[src/rtl/mrt_write_sequencer.sv]
// Serialises one accepted MRT fragment bundle into one memory write per effective render target.
// Latency: accept at edge N presents the first write in cycle N+1; k effective RTs take k+1 cycles.
// Backpressure: mem_* held stable while mem_valid && !mem_ready; frag_ready low until the last write.
//
// Ports:
//   clk, rstn                       clock, asynchronous active-low reset
//   cfg_rt_enable/base/pitch        per-RT enable and surface geometry (RT i at slice i), sampled at accept
//   frag_valid/ready, x, y, mask,   fragment bundle handshake and contents
//   frag_data
//   mem_valid/ready, addr, data, rt write request to the ROP memory port (owned exclusively)
//   idle                            no fragment held
//   drop_cnt                        saturating count of fragments with zero effective mask
module mrt_write_sequencer #(
  parameter int NUM_RT      = 4,
  parameter int DATA_WIDTH  = 128,
  parameter int ADDR_WIDTH  = 32,
  parameter int XY_WIDTH    = 12,
  parameter int PITCH_WIDTH = 16
) (
  input  logic                              clk,
  input  logic                              rstn,
  input  logic [NUM_RT-1:0]                 cfg_rt_enable,
  input  logic [NUM_RT*ADDR_WIDTH-1:0]      cfg_base,
  input  logic [NUM_RT*PITCH_WIDTH-1:0]     cfg_pitch,
  input  logic                              frag_valid,
  output logic                              frag_ready,
  input  logic [XY_WIDTH-1:0]               frag_x,
  input  logic [XY_WIDTH-1:0]               frag_y,
  input  logic [NUM_RT-1:0]                 frag_mask,
  input  logic [NUM_RT*DATA_WIDTH-1:0]      frag_data,
  output logic                              mem_valid,
  input  logic                              mem_ready,
  output logic [ADDR_WIDTH-1:0]             mem_addr,
  output logic [DATA_WIDTH-1:0]             mem_data,
  output logic [$clog2(NUM_RT)-1:0]         mem_rt,
  output logic                              idle,
  output logic [15:0]                       drop_cnt
);

  localparam int RT_W = $clog2(NUM_RT);
  localparam int BPP  = DATA_WIDTH / 8;
  localparam int PW   = XY_WIDTH + PITCH_WIDTH;

  typedef enum logic {
    S_IDLE  = 1'b0,
    S_ISSUE = 1'b1
  } state_t;

  state_t                state, state_nxt;
  logic [NUM_RT-1:0]     pending;
  logic [NUM_RT-1:0]     pending_clr;
  logic [NUM_RT-1:0]     eff_mask;
  logic [RT_W-1:0]       cur;
  logic                  accept;
  logic                  mem_fire;
  logic [PW-1:0]         row_off   [NUM_RT];
  logic [ADDR_WIDTH-1:0] addr_calc [NUM_RT];
  logic [ADDR_WIDTH-1:0] addr_q    [NUM_RT];
  logic [DATA_WIDTH-1:0] data_q    [NUM_RT];

  assign eff_mask = frag_mask & cfg_rt_enable;
  assign accept   = frag_valid && frag_ready;
  assign mem_fire = mem_valid && mem_ready;

  // Lowest set bit of pending selects the current write; scanning downward
  // leaves the lowest index as the final assignment.
  always_comb begin
    cur = '0;
    for (int i = NUM_RT - 1; i >= 0; i--) begin
      if (pending[i]) cur = RT_W'(i);
    end
  end

  assign pending_clr = pending & ~(NUM_RT'(1) << cur);

  // Surface addresses wrap modulo 2^ADDR_WIDTH; the row product is kept at
  // full XY+PITCH width before truncation into the sum.
  always_comb begin
    for (int i = 0; i < NUM_RT; i++) begin
      row_off[i]   = PW'(frag_y) * PW'(cfg_pitch[i*PITCH_WIDTH +: PITCH_WIDTH]);
      addr_calc[i] = cfg_base[i*ADDR_WIDTH +: ADDR_WIDTH]
                   + ADDR_WIDTH'(row_off[i])
                   + ADDR_WIDTH'(frag_x) * ADDR_WIDTH'(BPP);
    end
  end

  // State register
  always_ff @(posedge clk or negedge rstn) begin
    if (!rstn) state <= S_IDLE;
    else       state <= state_nxt;
  end

  // Next-state logic
  always_comb begin
    state_nxt = state;
    case (state)
      S_IDLE:  if (accept && (eff_mask != '0))        state_nxt = S_ISSUE;
      S_ISSUE: if (mem_fire && (pending_clr == '0))   state_nxt = S_IDLE;
      default:                                        state_nxt = S_IDLE;
    endcase
  end

  // Outputs decode registered state only; mem_* mux is driven by pending and
  // the latched arrays, so reset (pending=0, arrays=0) yields zero outputs.
  always_comb begin
    frag_ready = (state == S_IDLE);
    mem_valid  = (state == S_ISSUE);
    idle       = (state == S_IDLE);
    mem_rt     = cur;
    mem_addr   = addr_q[cur];
    mem_data   = data_q[cur];
  end

  // Fragment hold registers
  always_ff @(posedge clk or negedge rstn) begin
    if (!rstn) begin
      pending <= '0;
      for (int i = 0; i < NUM_RT; i++) begin
        addr_q[i] <= '0;
        data_q[i] <= '0;
      end
    end else if (accept) begin
      pending <= eff_mask;
      for (int i = 0; i < NUM_RT; i++) begin
        addr_q[i] <= addr_calc[i];
        data_q[i] <= frag_data[i*DATA_WIDTH +: DATA_WIDTH];
      end
    end else if (mem_fire) begin
      pending <= pending_clr;
    end
  end

  // Drop counter saturates at all-ones
  always_ff @(posedge clk or negedge rstn) begin
    if (!rstn) begin
      drop_cnt <= '0;
    end else if (accept && (eff_mask == '0) && (drop_cnt != 16'hFFFF)) begin
      drop_cnt <= drop_cnt + 16'd1;
    end
  end

endmodule

[config.mk]
export PLATFORM = sky130hd
export DESIGN_NAME = mrt_write_sequencer
export DESIGN_NICKNAME = d
export VERILOG_FILES = /design/src/rtl/mrt_write_sequencer.sv
export SDC_FILE = /design/constraint.sdc
export NUM_CORES = 2
export LEC_CHECK = 0
export ABC_AREA = 1
export CAP_MARGIN = 20
export CORE_AREA = 2 2 361 363
export DETAILED_ROUTE_END_ITERATION = 12
export DIE_AREA = 0 0 363 365
export DONT_BUFFER_PORTS = 1
export PLACE_DENSITY = 0.66
export SLEW_MARGIN = 10
export SYNTH_ARGS = -nofsm -noshare
export SYNTH_HDL_FRONTEND = slang
export SYNTH_SLANG_ARGS = --single-unit
[constraint.sdc]
create_clock -name clk -period 1.6 [get_ports clk]
set_input_delay 0.32 -clock clk [delete_from_list [all_inputs] [get_ports clk]]
set_output_delay 0.32 -clock clk [all_outputs]
set_load 0.01 [all_outputs]
### Yosys cells after proc, flatten, opt, wreduce, memory -nomap -nowiden

Cells that the tools add are included.

* equality and inequality tests: 1
* bitwise gates (word level): 5
* multipliers: 4
* reduce and logical (&&, ||, !) cells: 10
* shift operators: 1
* magnitude comparators: 1
* mux-type cells: 15
* add/subtract/negate cells: 9

Operators by type and width (count)
* 128-bit binary-select mux with 2-bit select: 1
* 128-bit 2-to-1 mux: 2
* 32-bit by 16-bit adder with 32-bit output: 4
* 32-bit by 28-bit adder with 32-bit output: 4
* 12-bit by 16-bit multiplier with 28-bit output: 4
* 32-bit binary-select mux with 2-bit select: 1
* 32-bit 2-to-1 mux: 2
* 16-bit by 1-bit adder with 16-bit output, second input constant: 1
* 16-bit != test, second input constant: 1
* 4-bit bitwise AND: 2
* 4-bit zero test: 2
* 2-bit 2-to-1 mux: 4
* 4-bit 2-to-1 mux: 2
* 1-bit logical AND: 6
* 4-bit inverter: 1
* 4-bit nonzero test: 1
* 1-bit by 2-bit << shifter with 4-bit output, first input constant: 1
* 3-bit >= comparator, second input constant: 1
* 2-bit inverter with 3-bit output: 1
* 1-bit 2-to-1 mux: 2
* 1-bit one-hot mux with 2 select lines: 1
* 2-bit nonzero test: 1
* 1-bit inverter: 1

* logic and storage cells: 57
* output and inout bits: 181
* bits in registers: 661
* bits of input ports: 740

### Longest topological paths before layout

* depth after elaboration: 11
* depth in mapped cells: 29

### Worst setup path before layout

Ideal clock, no wire load.

* kind: input-to-reg
* from: in frag_y[3]
* to: reg addr_q[112] in the netlist's numbering
* stages: 21
* data arrival time: 5.243 ns
* slack: -3.720 ns
* path buffers: 2
* setup time: 0.077 ns
* cell sequence: clkbuf_1 clkbuf_1 nand2_1 fa_1 inv_1 fa_1 inv_1 fa_1 inv_1 fa_1 fa_1 inv_1 fa_1 inv_1 ha_1 nand2_1 nor2_1 and2_1 a21oi_1 or2_2 a21oi_1

* cells in the longest elaborated chain, start to end: 3

RTL lines
* start, declared: RTL line 28 `input logic [XY_WIDTH-1:0] frag_y,`
* 12-bit by 16-bit multiplier with 28-bit output: RTL line 80 `row_off[i] = PW'(frag_y) * PW'(cfg_pitch[i*PITCH_WIDTH +: PITCH_WIDTH]);`
* 32-bit by 28-bit adder with 32-bit output: RTL line 82 `+ ADDR_WIDTH'(row_off[i])`
* 32-bit by 16-bit adder with 32-bit output: RTL line 83 `+ ADDR_WIDTH'(frag_x) * ADDR_WIDTH'(BPP);`
* end signal, assigned by index: RTL line 125 `addr_q[i] <= addr_calc[i];`
* end, declared: RTL line 58 `logic [ADDR_WIDTH-1:0] addr_q [NUM_RT];`

Every way passes these cells.
A chain may end at the register's enable or synchronous reset.

### Worst setup path in the final report

* from: in frag_y[0]
* to: reg addr_q[93] in the netlist's numbering

The elaborated chain is that of the path after synthesis.

==> flow_results.xml <==
<?xml version="1.0" encoding="UTF-8"?>
<metrics>
  <group name="global_route">
    <metric name="grt.overflow.total" unit="">0</metric>
    <metric name="first_pass_grt_wire_length" unit="mm">384</metric>
    <metric name="grt_start_max_net_pins" unit="">662</metric>
    <metric name="grt_pass1_vias" unit="">63100</metric>
    <metric name="antenna_found_initial" unit="">47</metric>
    <metric name="track_usage" unit="%">38.7</metric>
  </group>
  <group name="setup_path">
    <metric name="setup.worst_path.end_class" unit="">register</metric>
    <metric name="r2r_cells" unit="">11</metric>
    <metric name="critPathKind" unit="">input port to register</metric>
    <metric name="r2r_end" unit="">mem_valid$_DFF_PN0_</metric>
    <metric name="r2r_setup_slack" unit="ns">-0.29</metric>
    <metric name="timing.critical_path.from_type" unit="">input port</metric>
    <metric name="crit_path_max_fanout" unit="">64</metric>
    <metric name="r2r_start" unit="">pending[2]$_DFFE_PN0P_</metric>
    <metric name="worst-endpoint-required" unit="ns">2.16</metric>
    <metric name="critPathArrivalTime" unit="ns">5.01</metric>
  </group>
  <group name="status">
    <metric name="run_status" unit="">finished with violations</metric>
    <metric name="violated_checks" unit="">negative hold slack, negative setup slack</metric>
  </group>
  <group name="die">
    <metric name="floorplan.die_area" unit="um2">132000</metric>
    <metric name="core-area" unit="um2">129000</metric>
    <metric name="floorplan.initialDensity" unit="%">48.6</metric>
    <metric name="die_x" unit="um">363</metric>
    <metric name="rows" unit="">132</metric>
    <metric name="ioPinCount" unit="">921</metric>
    <metric name="die_h" unit="um">365</metric>
  </group>
  <group name="synthesis">
    <metric name="syn_nets" unit="">10300</metric>
    <metric name="synth.distinct_cells" unit="">39</metric>
    <metric name="yosys_most_used_dff" unit="">dfrtp_1</metric>
    <metric name="yosys_register_bits" unit="">661</metric>
    <metric name="synth_cells" unit="">8464</metric>
    <metric name="syn-cell-area" unit="um2">62500</metric>
    <metric name="synth_edf_count" unit="">0</metric>
    <metric name="async_reset_ff_share" unit="%">100</metric>
    <metric name="synthesis.area_per_instance" unit="um2">7.39</metric>
    <metric name="synth_sequential_area_ratio" unit="%">26.5</metric>
    <metric name="synth_warnings" unit="">0</metric>
  </group>
  <group name="routing">
    <metric name="dr.pass1.iters" unit="">8</metric>
    <metric name="drt_iter0_markers" unit="">6945</metric>
    <metric name="drt-wirelength-per-cell" unit="um">23.2</metric>
    <metric name="drc" unit="">0</metric>
    <metric name="antenna_violating_nets_post_route" unit="">0</metric>
    <metric name="routed-via-count" unit="">61600</metric>
    <metric name="detail_route.vias_per_cell" unit="">5.51</metric>
    <metric name="postRouteWirelength" unit="mm">260</metric>
  </group>
  <group name="cts">
    <metric name="clk_pin_slew_worst_paths" unit="ns">0.07</metric>
    <metric name="clock_tree_from_tritoncts" unit="">done</metric>
    <metric name="cts_inserted_buffers" unit="">74</metric>
    <metric name="clk_latency" unit="ns">0.67</metric>
    <metric name="cts.root.buffer_cell" unit="">clkbuf_16</metric>
    <metric name="clock_sink_count" unit="">661</metric>
    <metric name="ctsLongestPathBuffers" unit="">3</metric>
    <metric name="ctsHtreeMaxLevel" unit="">3</metric>
    <metric name="cts-hold-fix-buffers" unit="">530</metric>
  </group>
  <group name="timing">
    <metric name="fin_tns_setup" unit="ns">-518.37</metric>
    <metric name="hold-worst-slack" unit="ns">-0.692</metric>
    <metric name="max_clock_freq" unit="GHz">0.225</metric>
    <metric name="period_needed" unit="ns">4.45</metric>
    <metric name="worst_max_slew_pin_slew" unit="ns">1.21</metric>
    <metric name="final_min_period_over_clock_period" unit="%">278</metric>
    <metric name="setup_viol_count_final" unit="">349</metric>
    <metric name="final.setup_skew" unit="ns">0.0328</metric>
    <metric name="postLayoutSetupSlackWorst" unit="ns">-2.85</metric>
    <metric name="unrepaired_setup_endpoints_after_global_routing" unit="">yes</metric>
    <metric name="final_hold_viol_count" unit="">336</metric>
    <metric name="relSlewSlack" unit="%">19.1</metric>
    <metric name="final_slew_violations" unit="">0</metric>
  </group>
  <group name="cells_and_area">
    <metric name="final.fill_count" unit="">10500</metric>
    <metric name="layout.area.seq" unit="um2">16500</metric>
    <metric name="area_delta_synth_final" unit="%">31.9</metric>
    <metric name="layout-drive-gt1-share" unit="%">17.5</metric>
    <metric name="area_taken_by_multi_input_logic_gates" unit="um2">42100</metric>
    <metric name="finalNetCount" unit="">11200</metric>
  </group>
  <group name="placement">
    <metric name="gpl.final_weighted_congestion" unit="">0.993</metric>
    <metric name="post-dp-hpwl" unit="mm">186</metric>
    <metric name="port_buffers" unit="">0</metric>
  </group>
  <group name="min_path">
    <metric name="min-delay-path-class" unit="">input port to async pin</metric>
  </group>
  <group name="job">
    <metric name="maxCapViolations" unit="">0</metric>
  </group>
</metrics>
[per-layer routing]
metal	GRT usage (%)	wire length, um
met4	25.2	20800
met3	14.4	30900
met2	58.8	115000
met5	0.617	366
met1	46.3	93400
[cell usage in the layout, fill, tap and decap left out, types with 23 or more instances in the layout]
cell type	n
nand2_1	3174
inv_1	1479
fa_1	680
dfrtp_1	658
dlygate4sd3_1	530
buf_4	521
ha_1	291
nor2_1	268
nand3_1	196
nand2_2	173
o211ai_1	152
inv_2	125
o21ai_0	106
o21ai_1	102
nand2_4	95
buf_6	81
buf_12	80
clkbuf_16	74
nand3_2	65
a21oi_1	61
ha_4	52
nor2_4	47
diode_2	43
o21ai_2	40
fa_2	36
nor2_2	31
a21oi_2	29
buf_16	26
nand3b_1	23
[worst max-delay path by stage]
| stage | from | end | slack, ns | cells past startpoint |
|---|---|---|---|---|
| detailed placement | frag_y[0] | addr_q[44]$_DFFE_PN0P_ | -3.54 | 21 |
| CTS | frag_y[3] | addr_q[122]$_DFFE_PN0P_ | -2.73 | 24 |
| global placement | frag_y[6] | addr_q[44]$_DFFE_PN0P_ | -3.55 | 23 |
| floorplan | frag_y[0] | addr_q[112]$_DFFE_PN0P_ | -3.32 | 21 |
| finish | frag_y[0] | addr_q[93]$_DFFE_PN0P_ | -2.85 | 23 |
| global route | frag_y[0] | addr_q[62]$_DFFE_PN0P_ | -2.98 | 23 |
[sequential cells by signal (all words and copies together), names as in the netlist]
register	cells
addr_q	128
data_q	512
drop_cnt	16
mem_valid	1
pending	4
[worst max-delay path: stages]
cell and delay, ns:
nand2_8 0.09, inv_4 0.03, fa_1 0.53, inv_1 0.05, fa_1 0.50, inv_2 0.05
fa_1 0.49, fa_2 0.45, fa_1 0.51, inv_1 0.06, fa_2 0.58, inv_2 0.07
ha_4 0.34, nand2_8 0.09, buf_12 0.13, nor2_4 0.13, nand2_1 0.09, nor2_1 0.09
nand2_1 0.08, nand2_1 0.08, nand2_1 0.07, nand3_2 0.08, nand2_1 0.05
[logic make-up after synthesis]
group | Yosys count | share of synthesized area [%]
AOI/OAI and AO/OA | 556 | 5.27
xor gates and xnor gates | 17 | 0.238
adders and majority gates | 1065 | 29.9
buffers and inverters | 2017 | 12.4
DFF | 661 | 26.5
and+or+nand+nor | 4148 | 25.7
[timing repair]
item / CTS / global route
setup buffers: 76 / 21
endpoints found under the hold margin: 1186 / 397
resized for setup: 612 / 364
gates cloned: 27 / 0
pin swaps: 258 / 284
setup endpoints to repair: 315 / 602
[cell type report]
cell class / instances / area share, %
timing repair buffer: 1257 / 15.6
tap: 1675 / 2.54
antenna: 43 / 0.130
clock buffer: 99 / 2.53
inverter: 1622 / 7.51
sequential: 661 / 20.1
timing repair inverter: 5 / 0.0652
clock inverter: 32 / 0.490
multi-input combinational: 5786 / 51.0
[stage by stage]
stage	cell area [um2]	util, %	worst slack (ns)	std cells
6_report	82500	64.1	-2.85	11200
5_1_grt	82400	64.0	-2.98	11200
4_1_cts	80900	62.9	-2.73	11100
3_5_place_dp	69700	54.2	-3.54	10400
3_3_place_gp	69700	54.2	-3.55	10400
2_1_floorplan	64800	-	-3.32	8464
[synthesized netlist by cell type, drive strengths merged, types with 2 or more instances]
master / instances / share of area, %
nand2: 3463 / 21
xnor2: 6 / 0.084
a21o: 7 / 0.084
a21oi: 104 / 0.85
o22ai: 4 / 0.040
or2: 2 / 0.020
nand3b: 23 / 0.28
nor3: 10 / 0.088
fa: 716 / 23
nand3: 282 / 2.3
clkbuf: 276 / 1.7
xor2: 11 / 0.15
dfrtp: 661 / 26
a21boi: 2 / 0.024
nand4: 12 / 0.12
o221ai: 8 / 0.11
buf: 119 / 0.98
nor2: 346 / 2.1
and2: 7 / 0.070
o21ai: 254 / 2.0
o211ai: 152 / 1.8
o21bai: 22 / 0.26
inv: 1621 / 9.7
ha: 349 / 7.0
Power is not shown: default switching activity piles up to over one toggle a cycle in this logic, so the estimate is an artifact.
